--- config.mk ---
export PLATFORM = sky130hd
export DESIGN_NAME = pipelined_cla_adder
export DESIGN_NICKNAME = d
export VERILOG_FILES = /design/src/rtl/pipelined_cla_adder.sv
export SDC_FILE = /design/constraint.sdc
export NUM_CORES = 1
export LEC_CHECK = 0
export ABC_CLOCK_PERIOD_IN_PS = 2000
export CORE_MARGIN = 2
export CORE_UTILIZATION = 51
export DETAILED_ROUTE_END_ITERATION = 6
export PLACE_DENSITY = 0.76
export SLEW_MARGIN = 0
export SYNTH_ARGS = -nofsm -noshare
export SYNTH_HDL_FRONTEND = slang
export SYNTH_SLANG_ARGS = --single-unit
--- constraint.sdc ---
create_clock -name clk -period 2 [get_ports clk]
set_clock_uncertainty 0.15 [all_clocks]
set_input_delay 0.5 -clock clk [delete_from_list [all_inputs] [get_ports clk]]
set_output_delay 0.5 -clock clk [all_outputs]
set_load 0.005 [all_outputs]
--- src/rtl/pipelined_cla_adder.sv ---
// Pipelined carry-lookahead adder/subtractor: each BLOCK_WIDTH slice is resolved by a flat
// lookahead block in its own stage, with a registered carry and valid/ready bubble collapsing.
module pipelined_cla_adder #(
  parameter int ADDER_WIDTH = 32,
  parameter int BLOCK_WIDTH = 8
) (
  input  logic                   clk,
  input  logic                   rst_n,
  input  logic                   in_valid,
  output logic                   in_ready,
  input  logic [ADDER_WIDTH-1:0] a,
  input  logic [ADDER_WIDTH-1:0] b,
  input  logic                   cin,
  input  logic                   sub,
  output logic                   out_valid,
  input  logic                   out_ready,
  output logic [ADDER_WIDTH-1:0] sum,
  output logic                   carry_out,
  output logic                   overflow
);

  localparam int NUM_BLOCKS = ADDER_WIDTH / BLOCK_WIDTH;
  localparam int W  = ADDER_WIDTH;
  localparam int BW = BLOCK_WIDTH;
  localparam int NB = NUM_BLOCKS;

  generate
    if (BLOCK_WIDTH < 1 || BLOCK_WIDTH > ADDER_WIDTH || (ADDER_WIDTH % BLOCK_WIDTH) != 0) begin : g_bad_cfg
      $error("pipelined_cla_adder: ADDER_WIDTH must be a multiple of BLOCK_WIDTH (1..ADDER_WIDTH)");
    end
  endgenerate

  // Every carry is a flat sum-of-products of the block's g/p terms and its carry-in.
  function automatic logic [BW:0] cla_carries(input logic [BW-1:0] p,
                                              input logic [BW-1:0] g,
                                              input logic          ci);
    logic [BW:0] c;
    logic        term;
    c    = '0;
    c[0] = ci;
    for (int i = 1; i <= BW; i++) begin
      term = ci;
      for (int j = 0; j < i; j++) term = term & p[j];
      c[i] = term;
      for (int j = 0; j < i; j++) begin
        term = g[j];
        for (int m = j + 1; m < i; m++) term = term & p[m];
        c[i] = c[i] | term;
      end
    end
    return c;
  endfunction

  logic [NB:0]   rdy;
  logic [NB-1:0] v_q, v_d;
  logic [NB-1:0] c_q, c_d;
  logic [W-1:0]  a_q [NB];
  logic [W-1:0]  a_d [NB];
  logic [W-1:0]  b_q [NB];
  logic [W-1:0]  b_d [NB];
  logic [W-1:0]  s_q [NB];
  logic [W-1:0]  s_d [NB];
  logic          ovf_q, ovf_d;

  logic [NB-1:0] up_v;
  logic [NB-1:0] up_c;
  logic [W-1:0]  up_a [NB];
  logic [W-1:0]  up_b [NB];
  logic [W-1:0]  up_s [NB];

  // Stage 0 sees the pre-processed operands; later stages see the previous stage's payload.
  assign up_v[0] = in_valid;
  assign up_a[0] = a;
  assign up_b[0] = sub ? ~b : b;
  assign up_s[0] = '0;
  assign up_c[0] = sub ? 1'b1 : cin;

  generate
    for (genvar k = 1; k < NB; k++) begin : g_link
      assign up_v[k] = v_q[k-1];
      assign up_a[k] = a_q[k-1];
      assign up_b[k] = b_q[k-1];
      assign up_s[k] = s_q[k-1];
      assign up_c[k] = c_q[k-1];
    end
  endgenerate

  // NOTE: every variable written here gets a value on every path first, so no latch is inferred.
  always_comb begin
    logic [BW-1:0] blk_p;
    logic [BW-1:0] blk_g;
    logic [BW:0]   blk_c;
    rdy[NB] = out_ready;
    for (int k = NB - 1; k >= 0; k--) rdy[k] = !v_q[k] || rdy[k+1];
    ovf_d = ovf_q;
    for (int k = 0; k < NB; k++) begin
      blk_p  = up_a[k][k*BW +: BW] ^ up_b[k][k*BW +: BW];
      blk_g  = up_a[k][k*BW +: BW] & up_b[k][k*BW +: BW];
      blk_c  = cla_carries(blk_p, blk_g, up_c[k]);
      v_d[k] = rdy[k] ? up_v[k] : v_q[k];
      a_d[k] = a_q[k];
      b_d[k] = b_q[k];
      s_d[k] = s_q[k];
      c_d[k] = c_q[k];
      if (rdy[k] && up_v[k]) begin
        a_d[k]               = up_a[k];
        b_d[k]               = up_b[k];
        s_d[k]               = up_s[k];
        s_d[k][k*BW +: BW]   = blk_p ^ blk_c[BW-1:0];
        c_d[k]               = blk_c[BW];
        if (k == NB - 1) ovf_d = blk_c[BW] ^ blk_c[BW-1];
      end
    end
  end

  // NOTE: state updates use non-blocking assignments; the datapath is reset too so outputs read 0.
  always_ff @(posedge clk or negedge rst_n) begin
    if (!rst_n) begin
      v_q   <= '0;
      c_q   <= '0;
      ovf_q <= 1'b0;
      for (int k = 0; k < NB; k++) begin
        a_q[k] <= '0;
        b_q[k] <= '0;
        s_q[k] <= '0;
      end
    end else begin
      v_q   <= v_d;
      c_q   <= c_d;
      ovf_q <= ovf_d;
      for (int k = 0; k < NB; k++) begin
        a_q[k] <= a_d[k];
        b_q[k] <= b_d[k];
        s_q[k] <= s_d[k];
      end
    end
  end

  assign in_ready  = rdy[0];
  assign out_valid = v_q[NB-1];
  assign sum       = s_q[NB-1];
  assign carry_out = c_q[NB-1];
  assign overflow  = ovf_q;

endmodule

Word level (Yosys, flattened, before mapping)
Cells that the tools add are included.
Widths: inputs -> output; s select.
Storage, ports and cells
  register bits: 281
  bits of input ports: 70
  output and inout port bits: 36
  logic and storage cells: 335
Operators by class
  multiplexer cells: 2
  bitwise operators: 302
  reduce and logical (&&, ||, !) cells: 12
Operators by type and width (number)
  $and 1x1->1: 144
  $or 1x1->1: 144
  $xor 8x8->8: 8
  $and 8x8->8: 4
  $mux 32: 1
  $not 32->32: 1
  $logic_and 1x1->1: 4
  $logic_not 1->1: 4
  $logic_or 1x1->1: 4
  $mux 1: 1
  $xor 1x1->1: 1

Depth between registers and ports, before layout
  word-level depth: 19
  mapped depth: 9
  depth with buffers taken out: 7

Worst setup path after synthesis
No wires, ideal clock.
  kind: in2reg
  from: input port sub
  to: register s_q[102] (netlist name)
  setup time: 0.120 ns
  data arrival time: 2.538 ns
  data required time: 1.730 ns
  setup slack: -0.809 ns
  cell stages on the path: 9
  buffers on the path: 2
  cells stage by stage: clkbuf_1 > buf_2 > xor2_1 > ha_1 > ha_1 > o211ai_1 > a21oi_1 > or3_1 > a41o_1
Between the ends
  cells in the longest elaborated chain, start to end: 15
  elaborated cells between the ends (all ways): 32
  classes of those cells: mux: 2; bitwise: 30
RTL lines
  from (decl): RTL line 14  | input logic sub,
  $mux 32: RTL line 74  | assign up_b[0] = sub ? ~b : b;
  $xor 8x8->8: RTL line 97  | blk_p = up_a[k][k*BW +: BW] ^ up_b[k][k*BW +: BW];
  $and 1x1->1 (6 in series): RTL line 43  | for (int j = 0; j < i; j++) term = term & p[j];
  $or 1x1->1 (6 in series): RTL line 48  | c[i] = c[i] | term;
  $xor 8x8->8 *: RTL line 109  | s_d[k][k*BW +: BW] = blk_p ^ blk_c[BW-1:0];
  to (signal, indexed assignment): RTL line 134  | s_q[k] <= s_d[k];
  to (decl): RTL line 61  | logic [W-1:0] s_q [NB];
Every way passes the cells marked *; elsewhere a longest branch is shown, timed or not.
A chain may end at the register's enable or synchronous reset.

Worst setup path in the final report
  from: register b_q[104] (netlist name)
  to: register c_q[1]
Between the ends
  cells in the longest elaborated chain, start to end: 17
  elaborated cells between the ends (all ways): 25
  classes of those cells: bitwise: 25
RTL lines
  from (decl): RTL line 59  | logic [W-1:0] b_q [NB];
  from (signal, indexed assignment): RTL line 133  | b_q[k] <= b_d[k];
  $xor 8x8->8: RTL line 97
  $and 1x1->1 (8 in series): RTL line 43
  $or 1x1->1 * (8 in series): RTL line 48
  to (signal assigned): RTL line 120  | c_q <= '0;
  to (signal assigned): RTL line 129  | c_q <= c_d;
  to (decl): RTL line 56  | logic [NB-1:0] c_q, c_d;
Marked as above.

==> impl_results.md <==
* Yosys warns at 0
* Fin. Hold Viols at 0
* 1st-pass router iterations at 4
* Pin count of the biggest net entering global routing at 48
* Number of nets in the final layout at 1146
* Wire length reported by the detailed router at 17600 µm
* Final count of pins violating max slew at 0
* Fill cells at 1319
* Actual slew at the worst max-slew pin at 0.416 ns
* Clock insertion delay at the later pin of the skew report at 0.42 ns
* Number of setup violations in the final report at 7
* Area growth from synthesis to layout at 25.8%
* Share of synthesized area occupied by flip-flops and latches at 53.1%
* Leakage Power at 5.35 nW
* Die extent in x at 135 µm
* Setup TNS at -0.272 ns
* Most frequent cells in the layout: nand2_1, dfrtp_1, clkdlybuf4s50_1, buf_4, o21ai_0
* Wire length of the first global-routing pass at 29800 µm
* Critical path class: register to register
* Root Buffer Master: clkbuf_16
* Share of cells above drive strength 1 at 16.4%
* Synth Cell Area at 0.00873 mm²
* Power consumption at 12.6 mW
* Detailed-route wire length per cell at 13.9 µm
* Per-cell via count in the routed design at 5.05
* Hold path start: s_q[73]$_DFFE_PN0P_
* Critical path startpoint category: register
* Initial cell density of the core at 52.4%
* Type of element capturing the critical path: register
* Core area at 0.0166 mm²
* Result of the run: finished with violations
* Post-synth EDFFs at 0
* Vias after detailed routing at 6382
* Most frequent standard cell in the layout excluding fill and tap cells: nand2_1
* I/O pins at 106
* Post-route ant nets at 0
* Worst min-delay path class: register to register
* Die Y-Extent at 135 µm
* Tot GR Track Use at 20.7%
* Arrival time of data at the critical path endpoint at 2.23 ns
* Total number of placement rows at 47
* Initial antenna violation count at 1
* Overall overflow remaining after global route at 0
* Total nets after synthesis at 1008
* Clock sink count at 185
* Portion of the clock cycle consumed by the worst path in the final layout at 103%
* CTS buffer count at 17
* Detailed placer's ending HPWL at 12600 µm
* Clock edge transition at the registers on the reported setup and hold paths at 0.06 ns
* Failing checks: negative setup slack
* Htree depth at 4
* Register bit total from synthesis at 185
* Via count of the first global-routing pass at 6375
* Count of buffers inserted at the top-level ports at 105
* Commonest register cell after synthesis: dfrtp_1
* CP Launch Point: b_q[104]$_DFFE_PN0P_
* Mean instance size in the synthesized netlist at 9.72 µm²
* Area of the die at 0.0182 mm²
* TritonCTS clock tree: built
* Worst-case headroom to the max-slew limit at 72.2%
* Min setup slack post-route at -0.0656 ns
* Crit path time final at 2.07 ns
* Max-cap violation count at 0
* Initial DRC count at 420
* Number of remaining DRC errors at 0
* RePlAce Congestion at 0.773
* Maximum fanout along the worst path at 3
* Mapped Cells at 898
* RSZ-0062 raised after global routing: yes
* Synth unique cells at 50
* Max Clock Freq at 0.484 GHz
* Reg-to-Reg Start: b_q[104]$_DFFE_PN0P_
* Pwr dens at 1150 mW/mm²
* VDD IR-drop max at 0.618 mV
* Worst EP required at 2.16 ns
* Fraction of registers with async set or reset after synthesis at 100%
* Clock Tree Buf Depth at 2
## cell usage after synthesis (all sizes together), types with 2 or more instances
cell     count  area, µm²
buf         66        433
o31ai       10       75.1
nand2      354       1330
nor4         5       31.3
o21ai       42        221
a311oi       2       17.5
ha          36        450
o21a         6       45.0
dfrtp      185       4630
xnor2       29        254
mux2        24        270
or4          3       22.5
o31a         6       52.6
o2111a       2       22.5
nand3        9       45.0
inv          8       30.0
nor3         5       25.0
nor3b        2       15.0
a21boi       7       52.6
a21oi       15       78.8
and2         3       18.8
o221a        2       22.5
nand3b       3       22.5
o2111ai      2       17.5
clkbuf       6       22.5
a21o         4       30.0
or3          6       37.5
o211ai       5       37.5
a211oi       2       15.0
fa           4       80.1
nand2b      11       68.8
xor2        11       96.3
nand4        3       18.8
or2          2       12.5
nor2         9       33.8
## through the flow
stage,hold slack (ns),worst slack (ns),cell area [µm²],std cells,util [%]
6_report,0.310,-0.0656,11000,1264,66.0
3_5_place_dp,0.265,-0.837,10200,1221,61.5
3_3_place_gp,0.265,-0.783,10200,1221,61.5
5_1_grt,0.324,-0.190,11000,1263,65.9
2_1_floorplan,0.0544,-0.547,8790,898,-
4_1_cts,0.314,-0.0564,10900,1257,65.2
## routing by layer
metal / GRT usage, % / share of wire, % / vias to the layer above
met5: 0 / 0 / -
met4: 8.54 / 2.5 / 0
met3: 3.60 / 3.2 / 31
met2: 35.1 / 50 / 135
met1: 26.4 / 44 / 3016
li1: - / - / 3200
## where the power goes
group	internal [mW]	total [mW]	switching (mW)
Combinational	2.15	4.09	1.94
Sequential	4.89	5.55	0.654
Clock	1.70	2.98	1.29
Total	8.74	12.6	3.88
## sequential cells by signal, indices dropped and copies added (netlist names)
name / cells
v_q: 4
s_q: 48
a_q: 48
c_q: 4
sum: 32
b_q: 48
overflow: 1
## cell families (layout without fill, tap and decap cells)
logic type / after synthesis / count (layout) / synth area share, %
fa+ha+maj: 40 / 40 / 6.08
compound gates: 107 / 107 / 8.07
simple gates: 421 / 421 / 20.0
other cells: 0 / 1 / 0
xor+xnor: 40 / 40 / 4.01
buf+inv: 80 / 225 / 5.56
mux: 25 / 25 / 3.21
flops: 185 / 185 / 53.1
## critical path, cell delays in order, from the launching register on
cell,delay [ns]
dfrtp_1,0.39
ha_1,0.30
ha_2,0.18
o211ai_1,0.18
buf_4,0.17
a21oi_2,0.07
o31a_1,0.29
o31a_1,0.24
## area by class of cell
class	count	area, µm²	area share [%]
flip-flops and latches	185	4630	42.2
multi-input cells	633	3750	34.2
repair buffers	191	1780	16.3
clock buffers	21	450	4.10
well taps	220	275	2.51
clock inverters	5	52.6	0.479
inverters	8	30.0	0.274
diodes	1	2.50	0.0228
## final timing paths
kind	end	slack, ns	cells after the start
worst min-delay path	s_q[41]$_DFFE_PN0P_	0.31	2
min in group asynchronous	b_q[110]$_DFFE_PN0P_	0.39	2
worst max register to register	c_q[1]$_DFFE_PN0P_	-0.07	7
max in group asynchronous	s_q[53]$_DFFE_PN0P_	0.71	3
worst min register to register	s_q[41]$_DFFE_PN0P_	0.31	2
worst max-delay path	c_q[1]$_DFFE_PN0P_	-0.07	7
## timing repair
| item | in CTS | in global routing |
|---|---|---|
| setup buffers | 9 | 7 |
| resized for setup | 35 | 23 |
| pin swaps | 26 | 17 |
| hold endpoints to repair | 30 | 0 |
| hold buffers | 1 | 0 |
| setup endpoints to repair | 27 | 26 |
Note: power is estimated with default switching activity, not from simulation.
